## config.mk

```make
export PLATFORM = sky130hd
export DESIGN_NAME = pipe_ctrl
export DESIGN_NICKNAME = d
export VERILOG_FILES = /design/src/rtl/pipe_ctrl.sv
export SDC_FILE = /design/constraint.sdc
export NUM_CORES = 1
export LEC_CHECK = 0
export BUFFER_PORTS_ARGS = -buffer_cell sky130_fd_sc_hd__buf_4
export CORE_MARGIN = 10
export CORE_UTILIZATION = 45
export CTS_BUF_LIST = sky130_fd_sc_hd__clkbuf_8
export DETAILED_ROUTE_END_ITERATION = 10
export GPL_ROUTABILITY_DRIVEN = 0
export HOLD_SLACK_MARGIN = 0.05
export PLACE_DENSITY = 0.85
export SYNTH_ARGS = -nofsm -noshare
export SYNTH_HDL_FRONTEND = slang
export SYNTH_SLANG_ARGS = --single-unit
```

## constraint.sdc

```tcl
create_clock -name clk -period 3.3 [get_ports clk]
set_input_delay 0.33 -clock clk [delete_from_list [all_inputs] [get_ports clk]]
set_output_delay 0.33 -clock clk [all_outputs]
set_load 0.05 [all_outputs]
```

## src/rtl/pipe_ctrl.sv

```systemverilog
// pipe_ctrl: pipeline stall/flush controller for a 5-stage MIPS-style core.
// Resolves stage stall requests into a freeze vector and turns memory-stage
// exceptions into a one-cycle flush with a PC redirect. After each flush it
// spends one BLANK cycle, so a stale exception code cannot flush twice.
// It also keeps a saturating count of taken exceptions and a sticky stall
// watchdog.
module pipe_ctrl (
  input  logic        clk,
  input  logic        rst,
  input  logic        stallreq_if,
  input  logic        stallreq_id,
  input  logic        stallreq_ex,
  input  logic        stallreq_mem,
  input  logic [31:0] excepttype_i,
  input  logic [31:0] cp0_epc_i,
  output logic [5:0]  stall,
  output logic        flush,
  output logic [31:0] new_pc,
  output logic        stall_timeout_o,
  output logic [15:0] exc_count_o
);

  typedef enum logic {
    RUN   = 1'b0,
    BLANK = 1'b1
  } state_t;

  localparam logic [31:0] EXC_ERET   = 32'h0000_000e;
  localparam logic [31:0] EXC_VECTOR = 32'h0000_0020;
  localparam logic [8:0]  STALL_LIMIT = 9'd256;

  state_t     state;
  logic [8:0] stall_cnt;
  logic [5:0] req_stall;
  logic       exc_taken;

  // Highest-priority stall request; a stall freezes its own stage and all earlier ones.
  always_comb begin
    req_stall = '0;
    if (stallreq_mem)      req_stall = 6'b011111;
    else if (stallreq_ex)  req_stall = 6'b001111;
    else if (stallreq_id)  req_stall = 6'b000111;
    else if (stallreq_if)  req_stall = 6'b000011;
  end

  // Exception flush overrides all stalls; outputs are held quiet while reset is asserted.
  always_comb begin
    exc_taken = (state == RUN) && (excepttype_i != '0);
    flush     = 1'b0;
    stall     = '0;
    new_pc    = '0;
    if (!rst) begin
      if (exc_taken) begin
        flush  = 1'b1;
        new_pc = (excepttype_i == EXC_ERET) ? cp0_epc_i : EXC_VECTOR;
      end else begin
        stall  = req_stall;
      end
    end
  end

  // FSM, exception counter and stall watchdog.
  always_ff @(posedge clk or posedge rst) begin
    if (rst) begin
      state           <= RUN;
      stall_cnt       <= '0;
      stall_timeout_o <= 1'b0;
      exc_count_o     <= '0;
    end else begin
      case (state)
        RUN:     state <= flush ? BLANK : RUN;
        BLANK:   state <= RUN;
        default: state <= RUN;
      endcase

      if (flush && (exc_count_o != '1))
        exc_count_o <= exc_count_o + 16'd1;

      if (flush || (stall == '0)) begin
        stall_cnt <= '0;
      end else if (stall_cnt != STALL_LIMIT) begin
        stall_cnt <= stall_cnt + 9'd1;
      end

      if (!flush && (stall != '0) && (stall_cnt == STALL_LIMIT - 9'd1))
        stall_timeout_o <= 1'b1;
    end
  end

endmodule

```

# Word-level counts from Yosys, hierarchy flattened
# Cells that the tools add are included.
# classes
reduce_logical	10
add_sub_neg	2
bitwise	1
n_mux	15
eq_ne	4
# ops
cell	count
$mux 32	3
$eq 32x4->1 const B	1
$reduce_bool 32->1	1
$mux 9	2
$add 16x1->16 const B	1
$ne 16x16->1 const B	1
$mux 6	2
$add 9x1->9 const B	1
$eq 9x8->1 const B	1
$ne 9x9->1 const B	1
$logic_not 6->1	1
$reduce_bool 6->1	1
$mux 5	1
$logic_and 1x1->1	4
$mux 4	1
$mux 1	3
$mux 3	1
$mux 2	1
$pmux 1 s2	1
$reduce_bool 2->1	1
$logic_not 1->1	1
$logic_or 1x1->1	1
$not 1->1	1
# word_totals
inputBits	70
ff_bits	27
wordCells	36

# Logic depth before layout (Yosys ltp)
# Gate-level depths: netlist of the first run.
# depth
word_depth	9
depth_mapped	7
mapped_depth_nobuf	6

# Worst setup path after synthesis of the first run
# No wires, ideal clock.
# synth_timing
path_kind	in2out
from	input excepttype_i[1]
to	output stall[1]
t_arrival_ps	2168
path_stages	6
path_buffers	2
slack_ps	802
path_cell_list	or3_2 nor3_4 buf_6 o211ai_4 inv_1 buf_4
# synth_via
elab_chain_len	4
# synth_rtl
item	line_no	source
start, declared	14	input logic [31:0] excepttype_i,
$reduce_bool 32->1	48	exc_taken = (state == RUN) && (excepttype_i != '0);
$logic_and 1x1->1	48	
$mux 6	53	if (exc_taken) begin
$mux 6	52	if (!rst) begin
end, declared	16	output logic [5:0] stall,
# Every way passes these cells.

# Worst setup path in the final report of the first run
# layout_timing
from	input rst
to	output new_pc[14]
# layout_via
elab_chain_len	1
# layout_rtl
item	line_no	source
start, declared	9	input logic rst,
$mux 32	52	
end, declared	18	output logic [31:0] new_pc,
# Every way passes these cells.

==> run metrics, run 1 <==
min-delay worst type reg -> reg; fin cells 357; Worst R2R Start exc_count_o[0]; Remaining Overflow, GRT 0; worst vdd ir 0.000504 V; Yosys warnings 0; n_diodes 0; Final Max Tran Viols 0; drt first-iter violations 66; Die Span Y 81.6 µm; outcome completed; # Post-CTS Setup Buffers 0; Clk pwr share 18.1%; most area-hungry cell type in the Yosys netlist dfrtp_1; DRT antenna net count 0; Detailed Routing Iterations Pass 1 6; drt via density 5.20; Tot Pwr 0.000981 W; antenna violations before repair 0; Reg2Reg Setup Slack 1.38 ns; FF+latch count, synth 27; slowest cell on the critical path dlygate4sd3_1; Area Overhead vs Synth 59.9%; final critical-path share of the clock period 82.7%; clock sinks 27; Fmax 366 MHz; pin count of the biggest net entering global routing 32; Min-Delay Path Depth 1; Hold EP stall_timeout_o; Reg2Reg Depth 6; P_int 0.000600 W; Leakage 1.44 nW; critical path type in -> out; post-synth cell types 33; Mapped Area 0.00171 mm²; CTS tree yes; Total GRT Usage 18.8%; unrepaired setup endpoints after global routing false; Combinational Power Share 38.6%; Initial Util 46.7%; top_reg_cell synth dfrtp_1; Area contributors post-synth dfrtp_1, and2_1, xor2_1, nor4_1, nor2_1; first-pass GRT wire length 9810 µm; H-Tree Depth 1; Crit. End Element output port; Hold Crit Start stall_timeout_o; clk_skew 0.00216 ns; post-synthesis cell count 185; Setup TNS Final 0 ns; Async SR Flop Fraction 100%; DRC violations left 0; cell chain of the critical path dlygate4sd3_1 > buf_4 > or2_2 > nor4_2 > buf_4 > and2_1 > buf_4; slowest stage delay, CP 0.54 ns; placed insts 352; Power Dens Cells 359 mW/mm²; Post-Place Worst Slack 0.885 ns; post-synthesis sequential area ratio 39.6%; RR Endpoint exc_count_o[1]; Final WS setup 0.571 ns; TritonCTS Buffers 3; clk root buf clkbuf_8; Syn Area/Cell 9.23 µm²; Worst Path Max Fanout 31; share of cells above drive strength 1 45.0%; worst hold margin 0.471 ns; PortBufs 124; Sequential Power Share 43.3%; nets 384; IO Pins 126; max_cap viols 0; Yosys top cell area share 39.6%; Worst-Skew Late Latency 0.27 ns; minimum clock period 2.73 ns; Row Count 22; vias in the first global route 1846; Post-synth EDFFs 0; Mapped Nets 259; Switching Fraction 38.9%; Core Area 0.00366 mm²; total number of vias 1855; synth cell count leaders and2_1, dfrtp_1, xor2_1; Die ar. 0.00666 mm²; final wirelength 6760 µm; WL per Instance 18.9 µm; Final setup viols 0; crit-path most repeated cell buf_4; startpoint types input pin; chip width 81.6 µm; most common cell in the netlist and2_1; clock-pin slew on the worst setup and hold paths 0.08 ns; Required @ worst endpoint 2.97 ns; final hold violation count 0; Max Root-Sink Buffers 2; Arrival @ worst endpoint 2.40 ns; DPL Wire Length 5770 µm; P_sw 0.000381 W
cells by family after synthesis:
logic type                 Yosys count  share of synthesized area (%)
AOI/OAI and AO/OA                    8                           4.25
xor gates and xnor gates            22                           11.3
adders and majority gates            4                           2.93
buffers and inverters               13                           3.74
DFF                                 27                           39.6
muxes                                2                           1.25
other                                1                          0.220
and+or+nand+nor                    108                           36.8
critical path, delay by kind of cell:
family,cells,cell delay [ns]
and+or+nand+nor,3,0.88
buffers and inverters,4,1.19
worst max-delay path by stage:
stage / start / to
2_1_floorplan: excepttype_i[1] / stall[1]
3_3_place_gp: excepttype_i[9] / stall[2]
3_5_place_dp: excepttype_i[0] / new_pc[14]
4_1_cts: rst / new_pc[14]
5_1_grt: rst / new_pc[14]
6_report: rst / new_pc[14]
final cells by class:
type	instances	area, µm²
multi-input combinational	145	968
timing repair buffer	128	963
fill	286	930
sequential	27	676
tap	48	60.1
clock buffer	3	41.3
inverter	5	18.8
clock inverter	1	3.75
state kept, by name (all words and copies together), names as in the netlist:
signal	cells
exc_count_o	16
stall_timeout_o	1
state	1
stall_cnt	9
per-layer routing:
metal	vias to the layer above	wire length (µm)	share of wire, %	GRT usage, %
met5	-	0	0	0
met4	0	139	2.1	7.14
met3	9	560	8.3	4.91
met2	82	3450	51	34.3
met1	874	2610	39	20.3
li1	890	-	-	-
power groups by stage:
stage	Sequential (W)	Clock (W)	Combinational, W
6_report	0.000425	0.000177	0.000379
3_5_place_dp	0.000431	0	0.000380
5_1_grt	0.000433	0.000199	0.000401
2_1_floorplan	0.000549	0	0.0000998
3_3_place_gp	0.000429	0	0.000374
4_1_cts	0.000424	0.000185	0.000383
metrics by stage:
| step | instance area [µm²] | util (%) |
|---|---|---|
| floorplan | 1710 | - |
| global placement | 2680 | 73.1 |
| detailed placement | 2680 | 73.1 |
| CTS | 2730 | 74.6 |
| global route | 2730 | 74.6 |
| finish | 2730 | 74.6 |
cells in the final DEF (no fill, tap or decap), types with 3 or more instances in the layout:
cell type / instances
nor3_1: 7
nand4_1: 7
xor2_1: 20
nor4b_1: 3
clkbuf_8: 3
inv_1: 6
nand3_1: 10
nand2_1: 7
nor2_1: 16
and3_1: 3
dfrtp_1: 27
ha_1: 4
nor4_1: 14
and2_1: 33
buf_4: 127
what timing repair did:
action | CTS | global route
hold buffers | 1 | 0
endpoints found under the hold margin | 5 | 0
resized for setup | 0 | 0
Note: power is estimated with default switching activity, not from simulation.
==> run 2, diff against run 1 <==
--- a/config.mk
+++ b/config.mk
@@ -7,12 +7,12 @@
 export LEC_CHECK = 0
 export BUFFER_PORTS_ARGS = -buffer_cell sky130_fd_sc_hd__buf_4
 export CORE_MARGIN = 10
-export CORE_UTILIZATION = 45
+export CORE_UTILIZATION = 42
 export CTS_BUF_LIST = sky130_fd_sc_hd__clkbuf_8
 export DETAILED_ROUTE_END_ITERATION = 10
 export GPL_ROUTABILITY_DRIVEN = 0
 export HOLD_SLACK_MARGIN = 0.05
-export PLACE_DENSITY = 0.85
+export PLACE_DENSITY = 0.8
 export SYNTH_ARGS = -nofsm -noshare
 export SYNTH_HDL_FRONTEND = slang
 export SYNTH_SLANG_ARGS = --single-unit
==> constraint.sdc (replaced) <==
create_clock -name clk -period 2.6 [get_ports clk]
set_input_delay 0.26 -clock clk [delete_from_list [all_inputs] [get_ports clk]]
set_output_delay 0.26 -clock clk [all_outputs]
set_load 0.05 [all_outputs]
==> run metrics, run 2 (synthesis gave the netlist of run 1 again) <==
Initial Util 43.0% (was 46.7%); worst vdd ir 0.000565 V (was 0.000504 V); WL per Instance 18.2 µm (was 18.9 µm); nets 385 (was 384); Required @ worst endpoint 2.34 ns (was 2.97 ns); Detailed Routing Iterations Pass 1 4 (was 6); chip width 83.8 µm (was 81.6 µm); Hold EP stall_timeout_o (unchanged); cell chain of the critical path dlygate4sd3_1 > buf_4 > or2_2 > nor4_4 > buf_4 > and2_1 > buf_4 (was dlygate4sd3_1 > buf_4 > or2_2 > nor4_2 > buf_4 > and2_1 > buf_4); Max Root-Sink Buffers 2 (unchanged); Arrival @ worst endpoint 2.28 ns (was 2.40 ns); Fmax 393 MHz; Row Count 23 (was 22); slowest cell on the critical path dlygate4sd3_1 (unchanged); Hold Crit Start stallreq_if (was stall_timeout_o); crit-path most repeated cell buf_4 (unchanged); Placed Area 0.00268 mm² (about the same); Biggest register exc_count_o (unchanged); DRT antenna net count 0 (unchanged); unrepaired setup endpoints after global routing true (was false); final wirelength 6560 µm (was 6760 µm); largest registers exc_count_o x16, stall_cnt x9 (unchanged); min-delay worst type in -> reg (was reg -> reg); n_diodes 0 (unchanged); Die ar. 0.00702 mm² (was 0.00666 mm²); drt first-iter violations 55 (was 66); Worst Path Max Fanout 15 (was 31); outcome completed (unchanged); final critical-path share of the clock period 97.8%; leading cell type in the layout, fill and taps excluded buf_4 (unchanged); Core Area 0.00397 mm² (was 0.00366 mm²); commonest non-fill, non-tap cells in the layout buf_4, and2_1, dfrtp_1 (unchanged); H-Tree Depth 1 (unchanged); clk root buf clkbuf_8 (unchanged); DRC violations left 0 (unchanged); share of cells above drive strength 1 45.2% (was 45.0%); Post-Place Worst Slack 0.458 ns (was 0.885 ns); antenna violations before repair 0 (unchanged); Remaining Overflow, GRT 0 (unchanged); Reg2Reg Depth 6 (unchanged); slowest stage delay, CP 0.55 ns (was 0.54 ns); Final setup viols 0 (unchanged); CTS tree yes (unchanged); Leakage 1.45 nW (was 1.44 nW); clock-pin slew on the worst setup and hold paths 0.09 ns (was 0.08 ns); IO Pins 126 (unchanged); DPL Wire Length 5500 µm (was 5770 µm); clock sinks 27 (unchanged); Final WS setup 0.0561 ns (was 0.571 ns); Post-Layout Inst Area 0.00275 mm² (was 0.00273 mm²); Area Overhead vs Synth 61.2% (was 59.9%); first-pass GRT wire length 10200 µm (was 9810 µm); max FFs per register 16 (unchanged); # Post-CTS Setup Buffers 0 (unchanged); Worst R2R Start exc_count_o[0] (unchanged); critical path type in -> out (unchanged); max_cap viols 0 (unchanged); Die Span Y 83.8 µm (was 81.6 µm); minimum clock period 2.54 ns; pin count of the biggest net entering global routing 32 (unchanged); clk_skew 0.00456 ns (was 0.00216 ns); RR Endpoint exc_count_o[1] (unchanged); Final Util 69.3% (was 74.6%); Worst-Skew Late Latency 0.27 ns (about the same); PortBufs 124 (unchanged); Total GRT Usage 17.8% (was 18.8%); vias in the first global route 1769 (was 1846); Min-Delay Path Depth 3 (was 1); drt via density 4.93 (was 5.20); TritonCTS Buffers 3 (unchanged); Crit. End Element output port (unchanged); Reg2Reg Setup Slack 0.72 ns (was 1.38 ns); final hold violation count 0 (unchanged); Final Max Tran Viols 0 (unchanged); startpoint types input pin (unchanged); Tot Pwr 0.00125 W (was 0.000981 W); total number of vias 1774 (was 1855); Power Dens Cells 453 mW/mm² (was 359 mW/mm²)
==> run 2: cell count changes in the layout (fill, tap and decap cells not counted) <==
cell    change
buf_6       +1
nor4_4      +1
nor4_2      -1
==> run 2: final cells by class <==
type,instances,area (µm²)
Fill cell,325,1220
Multi-Input combinational cell,145,977
Timing Repair Buffer,129,975
Sequential cell,27,676
Tap cell,50,62.6
Clock buffer,3,41.3
Inverter,5,18.8
Clock inverter,1,3.75
==> run 2: timing repair <==
action / 4_1_cts / 5_1_grt
resized for setup: 0 / 4
setup endpoints to repair: 0 / 31
endpoints found under the hold margin: 1 / 0
hold buffers: 1 / 0
==> run 2: power breakdown <==
group | total, W | switching [W] | internal, W
sequential | 0.000539 | 0.0000703 | 0.000469
clock | 0.000227 | 0.000122 | 0.000106
combinational | 0.000480 | 0.000294 | 0.000186
==> run 2: worst max-delay path by stage <==
stage | startpoint | endpoint | slack, ns | depth (start not counted)
finish | rst | new_pc[25] | 0.06 | 7
detailed placement | excepttype_i[13] | new_pc[27] | 0.46 | 7
global route | rst | new_pc[31] | -0.005 | 7
CTS | rst | new_pc[27] | 0.06 | 7
global placement | excepttype_i[16] | new_pc[25] | 0.48 | 7
floorplan | excepttype_i[1] | stall[1] | 0.24 | 6
==> run 2: per-stage QoR <==
stage | TNS (ns) | hold WS, ns | cells
after floorplan | 0 | 0.352 | 185
after global placement | 0 | 0.171 | 354
after detailed placement | 0 | 0.182 | 354
after CTS | 0 | 0.419 | 359
after global routing | -0.00548 | 0.417 | 360
final | 0 | 0.419 | 360
==> run 2: layer usage <==
layer	track usage, %	vias up	routed length (µm)
li1	-	890	-
met1	20.3	797	2670
met2	31.1	80	3270
met3	5.08	7	512
met4	5.48	0	106
met5	0	-	0
==> run 2: worst max-delay path: cells and delay by family <==
family / cells / cell delay, ns
buffers and inverters: 4 / 1.13
AND/OR/NAND/NOR: 3 / 0.89
==> run 3, diff against run 2 <==
--- a/config.mk
+++ b/config.mk
@@ -5,7 +5,7 @@
 export SDC_FILE = /design/constraint.sdc
 export NUM_CORES = 1
 export LEC_CHECK = 0
-export BUFFER_PORTS_ARGS = -buffer_cell sky130_fd_sc_hd__buf_4
+export BUFFER_PORTS_ARGS = -buffer_cell sky130_fd_sc_hd__buf_2
 export CORE_MARGIN = 10
 export CORE_UTILIZATION = 42
 export CTS_BUF_LIST = sky130_fd_sc_hd__clkbuf_8
@@ -13,6 +13,7 @@
 export GPL_ROUTABILITY_DRIVEN = 0
 export HOLD_SLACK_MARGIN = 0.05
 export PLACE_DENSITY = 0.8
+export REMOVE_ABC_BUFFERS = 1
 export SYNTH_ARGS = -nofsm -noshare
 export SYNTH_HDL_FRONTEND = slang
 export SYNTH_SLANG_ARGS = --single-unit
==> run metrics, run 3 (synthesis gave the netlist of run 1 again) <==
area occupied by multi-input gates 977 µm² (unchanged); first-pass GRT wire length 9860 µm (was 10200 µm); Biggest register exc_count_o (unchanged); Worst R2R Start exc_count_o[0] (unchanged); H-Tree Depth 1 (unchanged); Worst Path Max Fanout 16 (was 15); WP depth 7 (unchanged); area taken by flip-flops and latches 676 µm² (unchanged); Worst-Skew Late Latency 0.27 ns (about the same); Total GRT Usage 16.8% (was 17.8%); Remaining Overflow, GRT 0 (unchanged); Core Area 0.00397 mm² (unchanged); leading cell type in the layout, fill and taps excluded buf_2 (was buf_4); clk_skew 0.00789 ns (was 0.00456 ns); Die Span Y 83.8 µm (unchanged); clk root buf clkbuf_8 (unchanged); max_cap viols 0 (unchanged); Reg2Reg Setup Slack 0.66 ns (was 0.72 ns); clock-pin slew on the worst setup and hold paths 0.08 ns (was 0.09 ns); DRT antenna net count 0 (unchanged); nets 385 (unchanged); fin cells 360 (unchanged); Tot Pwr 0.00119 W (was 0.00125 W); pin count of the biggest net entering global routing 32 (unchanged); chip width 83.8 µm (unchanged); critical path launch point rst (unchanged); largest registers exc_count_o x16, stall_cnt x9 (unchanged); # Post-CTS Setup Buffers 0 (unchanged); final critical-path share of the clock period 92.8% (was 97.8%); Placed Area 0.00237 mm² (was 0.00268 mm²); Final setup viols 0 (unchanged); drt via density 5.11 (was 4.93); crit-path most repeated cell buf_2 (was buf_4); DRC violations left 0 (unchanged); Detailed Routing Iterations Pass 1 4 (unchanged); Die ar. 0.00702 mm² (unchanged); minimum clock period 2.41 ns (was 2.54 ns); Power Dens Cells 486 mW/mm² (was 453 mW/mm²); Row Count 23 (unchanged); final hold violation count 0 (unchanged); Fmax 415 MHz (was 393 MHz); Top delay family on crit path buffers and inverters (unchanged); fillers 361 (was 325); RR Endpoint exc_count_o[1] (unchanged); drt first-iter violations 27 (was 55); commonest non-fill, non-tap cells in the layout buf_2, and2_1, dfrtp_1 (was buf_4, and2_1, dfrtp_1); min-delay worst type in -> reg (unchanged); share of cells above drive strength 1 45.2% (unchanged); Crit. End Element output port (unchanged); Worst Setup EP new_pc[16] (was new_pc[25]); Required @ worst endpoint 2.34 ns (about the same); startpoint types input pin (unchanged); worst hold margin 0.425 ns (was 0.419 ns); vias in the first global route 1880 (was 1769); DPL Wire Length 5190 µm (was 5500 µm); unrepaired setup endpoints after global routing false (was true); outcome completed (unchanged); n_diodes 0 (unchanged); max FFs per register 16 (unchanged); Setup TNS Final 0 ns (unchanged); Initial Util 43.0% (unchanged); slowest stage delay, CP 0.54 ns (was 0.55 ns); placed insts 354 (unchanged); CTS tree yes (unchanged); WL per Instance 17.4 µm (was 18.2 µm); IO Pins 126 (unchanged); Reg2Reg Depth 6 (unchanged); cell chain of the critical path dlygate4sd3_1 > buf_2 > or2_2 > nor4_4 > buf_6 > and2_1 > buf_2 (was dlygate4sd3_1 > buf_4 > or2_2 > nor4_4 > buf_4 > and2_1 > buf_4); clock sinks 27 (unchanged); Leakage 1.39 nW (was 1.45 nW); Buf+Inv Stages, Crit Path 4 (unchanged); Max Root-Sink Buffers 2 (unchanged); Final Max Tran Viols 0 (unchanged); Arrival @ worst endpoint 2.15 ns (was 2.28 ns); slowest cell on the critical path dlygate4sd3_1 (unchanged); final wirelength 6250 µm (was 6560 µm); antenna violations before repair 0 (unchanged); total number of vias 1839 (was 1774); Post-Layout Inst Area 0.00245 mm² (was 0.00275 mm²); Area Overhead vs Synth 43.7% (was 61.2%); TritonCTS Buffers 3 (unchanged); worst vdd ir 0.000572 V (was 0.000565 V); critical path type in -> out (unchanged); PortBufs 124 (unchanged)
-- run 3: changes by cell type in the layout (fill, tap and decap cells not counted) --
| cell | delta |
|---|---|
| buf_4 | -125 |
| clkbuf_4 | +3 |
| buf_2 | +121 |
| buf_6 | +1 |
-- run 3: worst min path at each step --
stage / startpoint / cells after the start / end / slack, ns
after floorplan: rst / 1 / exc_count_o[0] / 0.35
after global placement: rst / 2 / stall_timeout_o / 0.20
after detailed placement: rst / 2 / stall_timeout_o / 0.21
after CTS: stallreq_if / 3 / stall_timeout_o / 0.42
after global routing: stallreq_if / 3 / stall_timeout_o / 0.43
final: stallreq_if / 3 / stall_timeout_o / 0.42
-- run 3: area by class of cell --
class / instances / area share, %
clock buffer: 3 / 1.68
sequential: 27 / 27.5
clock inverter: 1 / 0.153
inverter: 5 / 0.765
multi-input combinational: 145 / 39.8
timing repair buffer: 129 / 27.5
tap: 50 / 2.55
-- run 3: repair_timing --
action / in CTS / in global routing
hold endpoints to repair: 3 / 0
hold buffers: 1 / 0
endpoints found under the setup margin: 0 / 31
gates resized for setup: 0 / 8
-- run 3: where the power goes --
part           switching (W)  internal [W]  total, W
Clock               0.000125      0.000106  0.000230
Combinational       0.000293      0.000128  0.000421
Sequential         0.0000738      0.000469  0.000543
Total               0.000492      0.000702   0.00119
-- run 3: per-layer routing --
| metal | vias to the layer above | global-route usage (%) | wire length (µm) |
|---|---|---|---|
| met5 | - | 0 | 0 |
| met4 | 0 | 5.02 | 81 |
| met3 | 6 | 4.88 | 514 |
| met2 | 79 | 30.6 | 3250 |
| met1 | 863 | 18.1 | 2400 |
| li1 | 891 | - | - |
-- run 3: stage by stage --
step                      worst slack, ns  util [%]
final                               0.188      61.8
after global routing               0.0951      61.8
after CTS                          0.0122      61.0
after detailed placement            0.401      59.6
after global placement              0.462      59.6
after floorplan                    0.0607         -
-- run 3: tightest hold or removal path: cells and delay by family --
kind | cells | cell delay [ns]
AOI/OAI and AO/OA | 1 | 0.16
buffers and inverters | 1 | 0.07
and+or+nand+nor | 1 | 0.16
